`config.mk`:
```
export PLATFORM = sky130hd
export DESIGN_NAME = rocc_dispatch_queue
export DESIGN_NICKNAME = d
export VERILOG_FILES = /design/src/rtl/rocc_dispatch_queue.sv
export SDC_FILE = /design/constraint.sdc
export NUM_CORES = 1
export LEC_CHECK = 0
export ABC_AREA = 1
export CORE_MARGIN = 5
export CORE_UTILIZATION = 59
export CTS_CLUSTER_SIZE = 25
export DETAILED_ROUTE_END_ITERATION = 8
export GPL_ROUTABILITY_DRIVEN = 1
export PLACE_DENSITY_LB_ADDON = 0.12
export SLEW_MARGIN = 20
export SYNTH_ARGS = -nofsm -noshare
export SYNTH_HDL_FRONTEND = slang
export SYNTH_SLANG_ARGS = --single-unit
```
`constraint.sdc`:
```
create_clock -name clk -period 11.1 [get_ports clk]
set_input_delay 3.33 -clock clk [delete_from_list [all_inputs] [get_ports clk]]
set_output_delay 3.33 -clock clk [all_outputs]
set_load 0.03 [all_outputs]
```
`src/rtl/rocc_dispatch_queue.sv`:
```
// RoCC command queue: buffers DEPTH custom instructions and dispatches them in order to NUM_ACC channels.
// Latency: a command written at cycle N is offered at N+1 at the earliest; stall and acc_valid are combinational.
// Backpressure: stall when the queue is full or a fence waits; the head holds acc_valid and the bus until acc_ready.
module rocc_dispatch_queue #(
  parameter int DEPTH   = 4,
  parameter int NUM_ACC = 2,
  parameter int XLEN    = 32,
  parameter int CH_W    = (NUM_ACC > 1) ? $clog2(NUM_ACC) : 1
) (
  input  logic               clk,
  input  logic               rst,
  input  logic               cmd_valid,
  input  logic               cmd_fence,
  input  logic [31:0]        cmd_instr,
  input  logic [XLEN-1:0]    cmd_rs1,
  input  logic [XLEN-1:0]    cmd_rs2,
  output logic               stall,
  output logic [NUM_ACC-1:0] acc_valid,
  input  logic [NUM_ACC-1:0] acc_ready,
  output logic [31:0]        acc_instr,
  output logic [XLEN-1:0]    acc_rs1,
  output logic [XLEN-1:0]    acc_rs2,
  input  logic [NUM_ACC-1:0] acc_done,
  output logic               busy,
  output logic               err
);

  localparam int AW = (DEPTH > 1) ? $clog2(DEPTH) : 1;

  // Queue storage; not reset because every read is gated by count.
  logic [31:0]     q_instr [DEPTH];
  logic [XLEN-1:0] q_rs1   [DEPTH];
  logic [XLEN-1:0] q_rs2   [DEPTH];

  logic [AW-1:0]      wr_ptr;
  logic [AW-1:0]      rd_ptr;
  logic [AW:0]        count;
  logic [NUM_ACC-1:0] ch_busy;

  logic               full;
  logic               empty;
  logic [2:0]         cmd_chan_wide;
  logic               chan_bad;
  logic               push;
  logic               pop;
  logic [CH_W-1:0]    head_ch;
  logic               offer;
  logic [NUM_ACC-1:0] handshake;
  logic               spurious_done;
  logic               err_nxt;

  assign full  = (count == (AW+1)'(DEPTH));
  assign empty = (count == '0);

  // The channel range check looks at the full 3-bit field (up to 8 channels) so an
  // out-of-range channel is caught even when CH_W alone could not encode it.
  assign cmd_chan_wide = cmd_instr[14:12];
  assign chan_bad      = ({1'b0, cmd_chan_wide} >= 4'(NUM_ACC));

  assign push = cmd_valid & ~cmd_fence & ~chan_bad & ~full;

  assign head_ch = q_instr[rd_ptr][12 +: CH_W];
  assign offer   = ~empty & ~ch_busy[head_ch];

  // Offer the head command to its channel; bus is zero while the queue is empty.
  always_comb begin
    acc_valid = '0;
    acc_instr = '0;
    acc_rs1   = '0;
    acc_rs2   = '0;
    if (!empty) begin
      acc_instr = q_instr[rd_ptr];
      acc_rs1   = q_rs1[rd_ptr];
      acc_rs2   = q_rs2[rd_ptr];
    end
    if (offer) begin
      acc_valid[head_ch] = 1'b1;
    end
  end

  assign handshake = acc_valid & acc_ready;
  assign pop       = |handshake;

  // Pipeline hold: full queue for a normal command, or a fence with work still outstanding.
  // A bad-channel command is never stalled: it is dropped with an error instead.
  always_comb begin
    stall = 1'b0;
    if (cmd_valid) begin
      if (cmd_fence) begin
        stall = ~empty | (|ch_busy);
      end else if (!chan_bad) begin
        stall = full;
      end
    end
  end

  assign busy = ~empty | (|ch_busy);

  assign spurious_done = |(acc_done & ~ch_busy);
  assign err_nxt       = (cmd_valid & ~cmd_fence & chan_bad) | spurious_done;

  // Write the incoming command into the slot at wr_ptr.
  always_ff @(posedge clk) begin
    if (push) begin
      q_instr[wr_ptr] <= cmd_instr;
      q_rs1[wr_ptr]   <= cmd_rs1;
      q_rs2[wr_ptr]   <= cmd_rs2;
    end
  end

  // Pointers, occupancy, per-channel busy flags and the error pulse.
  // A dispatch in the same cycle as a done on that channel leaves it busy for the new command.
  always_ff @(posedge clk or negedge rst) begin
    if (!rst) begin
      wr_ptr  <= '0;
      rd_ptr  <= '0;
      count   <= '0;
      ch_busy <= '0;
      err     <= 1'b0;
    end else begin
      if (push) wr_ptr <= wr_ptr + 1'b1;
      if (pop)  rd_ptr <= rd_ptr + 1'b1;
      case ({push, pop})
        2'b10:   count <= count + 1'b1;
        2'b01:   count <= count - 1'b1;
        default: count <= count;
      endcase
      ch_busy <= (ch_busy & ~acc_done) | handshake;
      err     <= err_nxt;
    end
  end

endmodule

```
## Word-level counts from Yosys, hierarchy flattened

Memory sizes are Yosys's and may differ from the RTL's.
Cells that the tools add are included.

- Bitwise operators: 18
- $add $sub $neg: 4
- Mux-type cells: 14
- Equality and inequality tests: 3
- Order comparisons: 3
- Reduce and logical (&&, ||, !) cells: 6

Operator list:

| operator | number |
|---|---|
| $mux 32 | 3 |
| $mux 1 | 8 |
| $and 2x2->2 | 3 |
| $pmux 3 s2 | 1 |
| $reduce_or 2->1 | 3 |
| $and 1x1->1 | 5 |
| $not 1->1 | 5 |
| $add 2x1->2 const B | 2 |
| $not 2->2 | 2 |
| $add 3x1->3 const B | 1 |
| $eq 3x3->1 const B | 1 |
| $ge 3x2->1 const B | 1 |
| $logic_not 3->1 | 1 |
| $sub 3x1->3 const B | 1 |
| $eq 2x1->1 const B | 1 |
| $eq 2x2->1 const B | 1 |
| $lt 1x2->1 const B | 1 |
| $mux 2 | 1 |
| $or 1x1->1 | 2 |
| $or 2x2->2 | 1 |
| $reduce_bool 2->1 | 1 |
| $demux 1 s1 | 1 |
| $ge 1x1->1 const B | 1 |
| $logic_and 1x1->1 | 1 |

- Memories: 3
- Bits of input ports: 104
- Bits in registers: 10
- Output and inout bits: 101
- RAM bits: 384

Memory list:

| memory | words | width | rd ports | clocked after Yosys merged registers in | wr ports | RTL line | source |
|---|---|---|---|---|---|---|---|
| q_instr | 4 | 32 | 1 | 0 | 1 | 31 | `logic [31:0] q_instr [DEPTH];` |
| q_rs1 | 4 | 32 | 1 | 0 | 1 | 32 | `logic [XLEN-1:0] q_rs1 [DEPTH];` |
| q_rs2 | 4 | 32 | 1 | 0 | 1 | 33 | `logic [XLEN-1:0] q_rs2 [DEPTH];` |

## Longest topological paths before layout

An unclocked memory read counts as a cell.

- Depth in word-level cells: 10
- Mapped depth: 15
- Mapped depth without buffers: 13

## Least setup slack after synthesis

Ideal clock, no wire load.

- Path type: input port to flip-flop
- From: in cmd_instr[13]
- To: mem q_instr[0][0], enable pin
- Arrival time: 7768 ps
- Cell stages on the path: 3
- Setup slack: 2780 ps
- Path through: nor2_1 -> nand3_1 -> nor2_1

- Cells in the longest elaborated chain, start to end: 6

Ends and longest elaborated chain:

| element | RTL line | source |
|---|---|---|
| start, declared | 14 | `input logic [31:0] cmd_instr,` |
| $ge 3x2->1 | 58 | `assign chan_bad = ({1'b0, cmd_chan_wide} >= 4'(NUM_ACC));` |
| $not 1->1 | 60 | `assign push = cmd_valid & ~cmd_fence & ~chan_bad & ~full;` |
| $and 1x1->1 (2 in a row) | 60 |  |
| $mux 1 | 104 | `if (push) begin` |
| $mux 1 (not written as such) | 105 | `q_instr[wr_ptr] <= cmd_instr;` |
| end, declared | 31 |  |

Every way passes these cells.

## Final worst setup path

- From: in cmd_instr[13]
- To: out stall

- Cells in the longest elaborated chain, start to end: 4

Ends and longest elaborated chain:

| element | RTL line | source |
|---|---|---|
| $ge 3x2->1 | 58 |  |
| $mux 1 | 91 | `end else if (!chan_bad) begin` |
| $mux 1 | 89 | `if (cmd_fence) begin` |
| $mux 1 | 88 | `if (cmd_valid) begin` |
| end, declared | 17 | `output logic stall,` |

Every way passes these cells.

==> qor.yml <==
die:
  die_area_um2: 29600
  fp.dieW_um: 172
  row_count: 59
  core-area_um2: 26000
  start_util: 0.597
  die_h_um: 172
  boundaryPins: 205
yosys:
  synth_nets: 1320
  synth.distinct_cells: 28
  synth.yosys.seq_area_share: 0.760
  ys_ff_latch: 394
  netlist_area_um2: 15500
  ys.warnings.count: 0
  synth_area_per_cell_um2: 12.8
  synth_top_cell_by_area: "edfxtp_1"
  synthTopCellsByArea: "edfxtp_1, nor2_1, o21ai_0, a21oi_1, o21ai_1"
  synthCells: 1210
  synth_top_cell_area_share: 0.743
cts:
  numClockSinks: 394
  clk_path_buf_depth: 3
  htreeDepth: 2
  post_cts_buffers: 0
  cts-hold-fix-buffers: 0
  cts_tree: "yes"
  clkLatencyLatePin_ps: 510
  clkSlewWorstSetupHoldPaths_ps: 60
  cts_resized: 0
  root_buffer: "clkbuf_16"
  cts_inserted_buffers: 38
place:
  post-place-ws_ps: 2790
  numPortBuffers: 204
  dp_hpwl_mm: 16.9
  place_congestion: 0.766
global_route:
  grt_usage: 0.212
  grt_max_degree: 109
  antenna_found_initial: 2
  grt_overflow_total: 0
  grt_pass1_wl_mm: 49.0
  grt_pass1_vias: 9304
layout:
  postLayoutCoreUtil: 0.729
  multi_input_area_um2: 3280
  syn_to_final_growth_pct: 22.2
  drive_above_1_share: 0.0562
  ff_latch_area_um2: 11800
  fin_nets: 1504
  n_fill_cell: 1708
detailed_routing:
  drt-initial-drc-count: 771
  first_pass_iters: 5
  drcViolationCount: 0
  routedWlPerCell_um: 18.1
  drt_wl_total_mm: 31.9
  via_per_inst: 5.48
  antenna_left: 0
  vias: 9648
min_path:
  min_path_type: "flop to flop"
worst_setup_path:
  worstPathMaxFanout: 5
  cp-start-kind: "input port"
  cp.arrival_ps: 5000
  crit_path_end_kind: "output pin"
  worstSetupPathType: "input port to output pin"
  worst_ep_required_time_ps: 7770
timing:
  drv_slew: 0
  fmax_ghz: 0.120
  setup_violations: 0
  hold_violations: 0
  post-route-min-period_ps: 8330
  finalClockSkew_ps: 9.36
  relSlewSlack: 0.295
  holdWs_ps: 495
  tns_ps: 0
  rsz0062_at_grt: "no"
  post-route-period-util: 0.750
  setup_ws_ps: 2770
  tightest_slew_ps: 1060
pwr:
  power_density_nw_per_um2: 277
  p_leak_nw: 6.34
  irDropWorstVdd_v: 0.000203
run_status:
  status: "finished clean"
run:
  max-cap-violations: 0
-- final cells by class --
type	instances	share of cell area
sequential	394	0.622
multi-input combinational	724	0.173
timing repair buffer	218	0.114
clock buffer	55	0.0574
tap	335	0.0221
clock inverter	14	0.00726
inverter	18	0.00403
antenna	1	0.000132
-- final timing paths --
check                      slack, ps    endpoint           from  cells past startpoint
hold / removal                   490    count[0]       count[0]                      1
min in group asynchronous       3160  ch_busy[0]            rst                      1
setup reg to reg                7550    count[2]      rd_ptr[1]                     12
hold reg to reg                  490    count[0]       count[0]                      1
max in group asynchronous       7550   rd_ptr[1]            rst                      1
setup / recovery                2770       stall  cmd_instr[13]                      5
-- routing by layer --
layer | track usage | share of wire | vias to the layer above
li1 | - | - | 4661
met1 | 0.282 | 0.40 | 4613
met2 | 0.361 | 0.50 | 316
met3 | 0.0409 | 0.074 | 56
met4 | 0.0653 | 0.024 | 2
met5 | 0 | 0.00041 | -
-- stage by stage --
step / instances / total power, mW / instance area [um2]
after floorplan: 1210 / 3.25 / 15500
after global placement: 1688 / 4.01 / 17700
after detailed placement: 1688 / 4.03 / 17700
after CTS: 1757 / 5.29 / 18900
after global routing: 1759 / 5.54 / 18900
final: 1759 / 5.25 / 18900
-- cells by family after synthesis --
logic type      count (synthesis)  share of synthesized area
compound gates                293                     0.0948
buf+inv                        92                     0.0312
flops                         394                      0.760
xor+xnor                        4                    0.00226
simple gates                  421                      0.107
fa+ha+maj                       6                    0.00532
-- worst max-delay path, stage by stage --
cell,delay [ps]
clkdlybuf4s50_1,470
nor2_1,250
nand2_1,80
o21ai_0,160
clkdlybuf4s50_1,700
-- registers in the layout, summed over array words and instances, names as in the netlist --
name / flops
q_rs1: 128
err: 1
ch_busy: 2
q_rs2: 128
rd_ptr: 2
wr_ptr: 2
q_instr: 128
count: 3
-- cell usage after synthesis, drive strengths merged --
cell / instances
xor2: 3
xnor2: 1
nand3: 10
nor2: 388
inv: 18
nand2: 19
clkbuf: 29
ha: 5
nand4: 2
dfrtp: 10
a21oi: 97
buf: 45
fa: 1
nor3: 2
edfxtp: 384
o21ai: 195
o311ai: 1
-- cell usage in the layout, fill, tap and decap left out, drive strengths merged, types with 3 or more instances in the layout --
| cell type | Yosys | final |
|---|---|---|
| nor2 | 388 | 388 |
| edfxtp | 384 | 384 |
| clkdlybuf4s50 | 0 | 204 |
| o21ai | 195 | 195 |
| a21oi | 97 | 97 |
| clkbuf | 29 | 55 |
| nand2 | 19 | 19 |
| inv | 18 | 17 |
| buf | 45 | 14 |
| clkinv | 0 | 11 |
| nand3 | 10 | 10 |
| dfrtp | 10 | 10 |
| ha | 5 | 5 |
| xor2 | 3 | 3 |
| bufinv | 0 | 3 |
-- report_power, final --
part | internal [mW] | total [mW] | switching [mW]
combinational | 0.806 | 2.24 | 1.43
clock | 0.750 | 1.25 | 0.499
sequential | 1.69 | 1.76 | 0.0678
total | 3.25 | 5.25 | 2.00
No activity file was read; power rests on OpenSTA's default activity.
